File: src/rtl/sipo_pkg.sv
// sipo_pkg: shared default word width and holding-register state encoding
package sipo_pkg;
  localparam int DEF_WIDTH = 4;
  typedef enum logic {EMPTY = 1'b0, FULL = 1'b1} hold_state_e;
endpackage

File: src/rtl/sipo_deserializer_if.sv
// sipo_deserializer_if: serial input, parallel output handshake and status bundle
interface sipo_deserializer_if #(parameter int WIDTH = sipo_pkg::DEF_WIDTH);
  logic             sync;
  logic             sin_valid;
  logic             sin;
  logic             out_ready;
  logic             clr_overrun;
  logic             out_valid;
  logic [WIDTH-1:0] out_data;
  logic             busy;
  logic             overrun;
  modport master (output sync, sin_valid, sin, out_ready, clr_overrun,
                  input  out_valid, out_data, busy, overrun);
  modport slave  (input  sync, sin_valid, sin, out_ready, clr_overrun,
                  output out_valid, out_data, busy, overrun);
endinterface

File: src/rtl/sipo_hold_reg.sv
// sipo_hold_reg: EMPTY/FULL holding register with sticky overrun on dropped words
module sipo_hold_reg
  import sipo_pkg::*;
#(
  parameter int WIDTH = DEF_WIDTH
) (
  input  logic             clk,
  input  logic             reset,
  input  logic             load_i,
  input  logic [WIDTH-1:0] data_i,
  input  logic             ready_i,
  input  logic             clr_i,
  output logic             valid_o,
  output logic [WIDTH-1:0] data_o,
  output logic             overrun_o
);
  hold_state_e      state_q, state_d;
  logic [WIDTH-1:0] data_q, data_d;
  logic             ovr_q, ovr_d;
  logic             drain, take;
  always_comb begin
    drain   = (state_q == FULL) && ready_i;
    take    = load_i && ((state_q == EMPTY) || drain);
    state_d = take ? FULL : drain ? EMPTY : state_q;
    data_d  = take ? data_i : data_q;
    ovr_d   = (load_i && !take) || (ovr_q && !clr_i);
  end
  always_ff @(posedge clk or negedge reset) begin
    if (!reset) begin
      state_q <= EMPTY;
      data_q  <= '0;
      ovr_q   <= 1'b0;
    end else begin
      state_q <= state_d;
      data_q  <= data_d;
      ovr_q   <= ovr_d;
    end
  end
  assign valid_o   = state_q == FULL;
  assign data_o    = data_q;
  assign overrun_o = ovr_q;
endmodule

File: src/rtl/sipo_deserializer.sv
// sipo_deserializer: bit counter and shift register feeding a single-word holding register
module sipo_deserializer
  import sipo_pkg::*;
#(
  parameter int WIDTH     = DEF_WIDTH,
  parameter bit LSB_FIRST = 1'b1
) (
  input  logic             clk,
  input  logic             reset,
  sipo_deserializer_if.slave bus
);
  localparam int CW = $clog2(WIDTH);
  logic [CW-1:0]    cnt_q, cnt_d, cnt_base;
  logic [WIDTH-1:0] sr_q, sr_d, sr_base;
  logic             done;
  // sync restarts framing before the current bit is taken, so that bit becomes bit 0
  always_comb begin
    cnt_base = bus.sync ? '0 : cnt_q;
    sr_base  = bus.sync ? '0 : sr_q;
    done     = bus.sin_valid && (cnt_base == CW'(WIDTH - 1));
    cnt_d    = !bus.sin_valid ? cnt_base : done ? '0 : cnt_base + CW'(1);
    sr_d     = !bus.sin_valid ? sr_base :
               LSB_FIRST ? {bus.sin, sr_base[WIDTH-1:1]} : {sr_base[WIDTH-2:0], bus.sin};
  end
  always_ff @(posedge clk or negedge reset) begin
    if (!reset) begin
      cnt_q <= '0;
      sr_q  <= '0;
    end else begin
      cnt_q <= cnt_d;
      sr_q  <= sr_d;
    end
  end
  assign bus.busy = cnt_q != '0;
  sipo_hold_reg #(.WIDTH(WIDTH)) u_hold (
    .clk       (clk),
    .reset     (reset),
    .load_i    (done),
    .data_i    (sr_d),
    .ready_i   (bus.out_ready),
    .clr_i     (bus.clr_overrun),
    .valid_o   (bus.out_valid),
    .data_o    (bus.out_data),
    .overrun_o (bus.overrun)
  );
endmodule

File: src/flat_wrapper.sv
// flat-port wrapper written by rule: the top's interface ports become plain ports
module sipo_deserializer_flat import sipo_pkg::*;
#(
  parameter int WIDTH     = DEF_WIDTH,
  parameter bit LSB_FIRST = 1'b1
)
  (clk, reset, bus_sync, bus_sin_valid, bus_sin, bus_out_ready, bus_clr_overrun, bus_out_valid, bus_out_data, bus_busy, bus_overrun);
  sipo_deserializer_if #(.WIDTH(WIDTH)) bus_i ();
  input  logic clk;
  input  logic reset;
  input wire logic [$bits(bus_i.sync)-1:0] bus_sync;
  input wire logic [$bits(bus_i.sin_valid)-1:0] bus_sin_valid;
  input wire logic [$bits(bus_i.sin)-1:0] bus_sin;
  input wire logic [$bits(bus_i.out_ready)-1:0] bus_out_ready;
  input wire logic [$bits(bus_i.clr_overrun)-1:0] bus_clr_overrun;
  output wire logic [$bits(bus_i.out_valid)-1:0] bus_out_valid;
  output wire logic [$bits(bus_i.out_data)-1:0] bus_out_data;
  output wire logic [$bits(bus_i.busy)-1:0] bus_busy;
  output wire logic [$bits(bus_i.overrun)-1:0] bus_overrun;
  assign bus_i.sync = bus_sync;
  assign bus_i.sin_valid = bus_sin_valid;
  assign bus_i.sin = bus_sin;
  assign bus_i.out_ready = bus_out_ready;
  assign bus_i.clr_overrun = bus_clr_overrun;
  assign bus_out_valid = bus_i.out_valid;
  assign bus_out_data = bus_i.out_data;
  assign bus_busy = bus_i.busy;
  assign bus_overrun = bus_i.overrun;
  sipo_deserializer #(.WIDTH(WIDTH), .LSB_FIRST(LSB_FIRST)) u_core (.clk(clk), .reset(reset), .bus(bus_i));
endmodule
File: config.mk
export PLATFORM = sky130hd
export DESIGN_NAME = sipo_deserializer_flat
export DESIGN_NICKNAME = d
export VERILOG_FILES = /design/src/rtl/sipo_pkg.sv /design/src/rtl/sipo_deserializer_if.sv /design/src/rtl/sipo_hold_reg.sv /design/src/rtl/sipo_deserializer.sv /design/src/flat_wrapper.sv
export SDC_FILE = /design/constraint.sdc
export NUM_CORES = 1
export LEC_CHECK = 0
export CELL_PAD_IN_SITES_DETAIL_PLACEMENT = 0
export CELL_PAD_IN_SITES_GLOBAL_PLACEMENT = 2
export CORE_AREA = 2 2 39 41
export DETAILED_ROUTE_END_ITERATION = 16
export DIE_AREA = 0 0 41 43
export DONT_BUFFER_PORTS = 1
export GPL_TIMING_DRIVEN = 0
export PLACE_DENSITY = 0.73
export SLEW_MARGIN = 10
export SYNTH_ARGS = -nofsm -noshare
export SYNTH_HDL_FRONTEND = slang
export SYNTH_SLANG_ARGS = --single-unit
File: constraint.sdc
create_clock -name clk -period 2.35 [get_ports clk]
set_input_delay 0.235 -clock clk [delete_from_list [all_inputs] [get_ports clk]]
set_output_delay 0.235 -clock clk [all_outputs]
set_load 0.005 [all_outputs]
==> impl_metrics.csv <==
group,metric,value,unit
logic_synthesis,yosysSeqAreaShare,54.59,%
cts,clk_path_buf_depth,2,
sta,min_period_over_period,64.61,%
hold_path,min_to,"u_core.sr_q[1]$_DFF_PN0_",
setup_path,arrival,1.67,ns
grt,grt_max_degree,12,
placement,globalplace.congestion,0.6195,
logic_synthesis,yosysMostFrequentCell,"dfrtp_1",
logic_synthesis,synth_mux_area_share,17.12,%
grt,antenna_found_initial,0,
logic_synthesis,synth_xor_area_share,1.737,%
logic_synthesis,synth_seq_cells,11,
setup_path,crit_fanout,4,
grt,grtUsageTotal,11.53,%
setup_path,critPathMaxStageDelay,0.35,ns
sta,setup-tns-final,0,ns
die,ioPinCount,14,
sta,timing.slew.headroom,67.49,%
sta,rsz0062_at_grt,"no",
die,die_area,1763,µm²
hold_path,hp-start,"bus_sync",
logic_synthesis,synthTopCellsByCount,"11 x dfrtp_1, 4 x nor2b_1, 3 x mux2_4, 3 x mux2i_1",
setup_path,start_kind,"flip-flop",
detailed_routing,firstDrtPassIters,2,
power,power_density,731.8,nW/µm²
detailed_routing,drc,0,
final_layout,area_growth,11.17,%
grt,use_met1,11.51,%
logic_synthesis,synth-simple-area-share,18.11,%
setup_path,r2r_start,"u_core.cnt_q[0]$_DFF_PN0_",
logic_synthesis,synth_area_leaders,"dfrtp_1 55%, mux2_4 8.9%, mux2i_1 6.0%, nor2b_1 5.0%, nor2b_4 2.7%",
setup_path,cpLargestDelayFamily,"simple AND/OR/NAND/NOR gates",
cts,clk_pin_slew,0.07,ns
logic_synthesis,synth_area_leader_cell,"dfrtp_1",
logic_synthesis,synth-compound-area-share,2.233,%
logic_synthesis,synth_cells,39,
grt,grtUsageMet3,6.806,%
cts,cts_hold_buf,1,
logic_synthesis,ys.flop_type,"dfrtp_1",
grt,grt_pass1_wl,1276,µm
final_layout,nets,53,
sta,fin_skew,0.005910,ns
die,num_rows,14,
logic_synthesis,synth_top_area_share,54.59,%
sta,final-setup-viol-count,0,
setup_path,r2r_cells,5,
placement,portBuffers,0,
grt,use_met2,16.88,%
setup_path,crit_type,"reg -> reg",
hold_path,min_path_cells,1,
logic_synthesis,synth_area,504.2,µm²
run_status,status,"finished, final reports clean",
detailed_routing,drtIter0Drc,2,
final_layout,drive_gt1_share,25.00,%
detailed_routing,routed_wl,854,µm
run,maxCapViolations,0,
grt,overflow,0,
placement,dp_hpwl,658.2,µm
die,die_x,41,µm
logic_synthesis,ys_types,18,
setup_path,crit_chain,"nor2b_1 -> ha_1 -> nand2_4 -> nor2b_4 -> mux2_4",
cts,cts-resized-gates,0,
final_layout,post-route-util,40.51,%
detailed_routing,vias,288,
logic_synthesis,avgSynthCellArea,12.93,µm²
sta,finalHoldViolations,0,
logic_synthesis,synth_nets,47,
setup_path,cp_slowest_cell,"dfrtp_1",
cts,htree_levels,1,
setup_path,cp-end-kind,"flip-flop",
setup_path,crit_required,2.50,ns
sta,finalCriticalPeriod,1.518,ns
sta,fmax,658.6,MHz
sta,tightest_slew,0.4860,ns
die,start_util,36.44,%
logic_synthesis,synth_top_family_by_area,"simple AND/OR/NAND/NOR gates",
final_layout,n_antenna_cell,0,
grt,top_usage_layer,"met2",
detailed_routing,routed_via_density,4.800,
logic_synthesis,synthAdderAreaFrac,2.481,%
detailed_routing,wl_per_cell,14.23,µm
logic_synthesis,yosysWarnings,0,
setup_path,path_buf_inv,0,
cts,clk_root_buffer_cell,"clkbuf_4",
die,core,1384,µm²
hold_path,min_path_type,"in -> reg",
logic_synthesis,synth_enable_flop_cells,0,
power,irDropWorstVdd,0.0002825,V
cts,cts.sinks,11,
setup_path,worstReg2RegEnd,"u_core.u_hold.data_o[3]$_DFFE_PN0P_",
sta,slew_viol_final,0,
logic_synthesis,async_flop_share,100.0,%
cts,cts_buffers,3,
power,leakagePower,0.2868,nW
die,die_y,43,µm
grt,grt_pass1_vias,318,
cts,post_cts_buffers,0,
setup_path,ff2ff_setup_slack,0.83,ns
cts,cts_tree,"built",
cts,worstSkewPairLatency,0.27,ns
detailed_routing,ant_nets,0,
[worst register-to-register path, cell delays in order, from the launching register on]
cell and delay [ns]:
dfrtp_1 0.35, nor2b_1 0.21, ha_1 0.25, nand2_4 0.09, nor2b_4 0.19, mux2_4 0.32
[final cells by class]
class                      count  area, µm²
buffer                         1      11.26
clock buffer                   4      26.28
fill                         127      823.3
inverter                       2      7.507
multi-input combinational     25      210.2
sequential                    11      275.3
tap                           16      20.02
timing repair buffer           1      10.01
[per-stage QoR]
stage | setup slack [ns] | instance area, µm² | total power [mW] | cells | hold WS [ns]
6_report | 0.8317 | 560.5 | 0.4102 | 60 | 0.01864
5_1_grt | 0.7418 | 560.5 | 0.4365 | 60 | 0.007540
4_1_cts | 0.8200 | 560.5 | 0.4159 | 60 | 0.01141
3_5_place_dp | 0.8481 | 524.3 | 0.2798 | 55 | -0.06034
3_3_place_gp | 0.9020 | 524.3 | 0.2754 | 55 | -0.06035
2_1_floorplan | 0.9599 | 504.2 | 0.2690 | 39 | -0.06059
[registers in the layout (all words and copies together) (netlist names)]
name / cells
u_core.u_hold.valid_o: 1
u_core.cnt_q: 2
u_core.sr_q: 3
u_core.u_hold.overrun_o: 1
u_core.u_hold.data_o: 4
[cells in the final DEF (no fill, tap or decap), types with 2 or more instances in the layout]
| master | n |
|---|---|
| clkbuf_4 | 3 |
| nor2_1 | 2 |
| nand2b_1 | 2 |
| mux2i_1 | 3 |
| nor2b_1 | 4 |
| inv_1 | 2 |
| mux2_4 | 3 |
| dfrtp_1 | 11 |
| nand2_1 | 2 |
[where the power goes]
part,total (mW),leakage [nW],switching [mW],internal (mW)
clock,0.131,0.0150,0.0654,0.0657
sequential,0.228,0.144,0.0153,0.212
combinational,0.0515,0.127,0.0218,0.0298
total,0.410,0.287,0.102,0.308
[layer usage]
| metal | wire length, µm | vias up |
|---|---|---|
| li1 | - | 135 |
| met1 | 347 | 139 |
| met2 | 439 | 14 |
| met3 | 68 | 0 |
| met4 | 0 | 0 |
| met5 | 0 | - |
[worst max path at each step]
stage	from	endpoint	cells after the start
floorplan	u_core.cnt_q[0]$_DFF_PN0_	u_core.u_hold.data_o[0]$_DFFE_PN0P_	5
global placement	u_core.cnt_q[0]$_DFF_PN0_	u_core.u_hold.data_o[3]$_DFFE_PN0P_	5
detailed placement	u_core.cnt_q[0]$_DFF_PN0_	u_core.u_hold.data_o[1]$_DFFE_PN0P_	5
CTS	u_core.cnt_q[0]$_DFF_PN0_	u_core.u_hold.data_o[3]$_DFFE_PN0P_	5
global route	u_core.cnt_q[0]$_DFF_PN0_	u_core.u_hold.data_o[3]$_DFFE_PN0P_	5
finish	u_core.cnt_q[0]$_DFF_PN0_	u_core.u_hold.data_o[3]$_DFFE_PN0P_	5
[logic make-up (layout without fill, tap and decap cells)]
| logic type | after synthesis | in the layout |
|---|---|---|
| flip-flops | 11 | 11 |
| multiplexers | 7 | 7 |
| XOR/XNOR | 1 | 1 |
| buffers and inverters | 3 | 8 |
| AND/OR/NAND/NOR | 14 | 14 |
| AO/OA/AOI/OAI | 2 | 2 |
| adder cells (fa/ha/maj) | 1 | 1 |
Power figures use the tool's default switching activity.
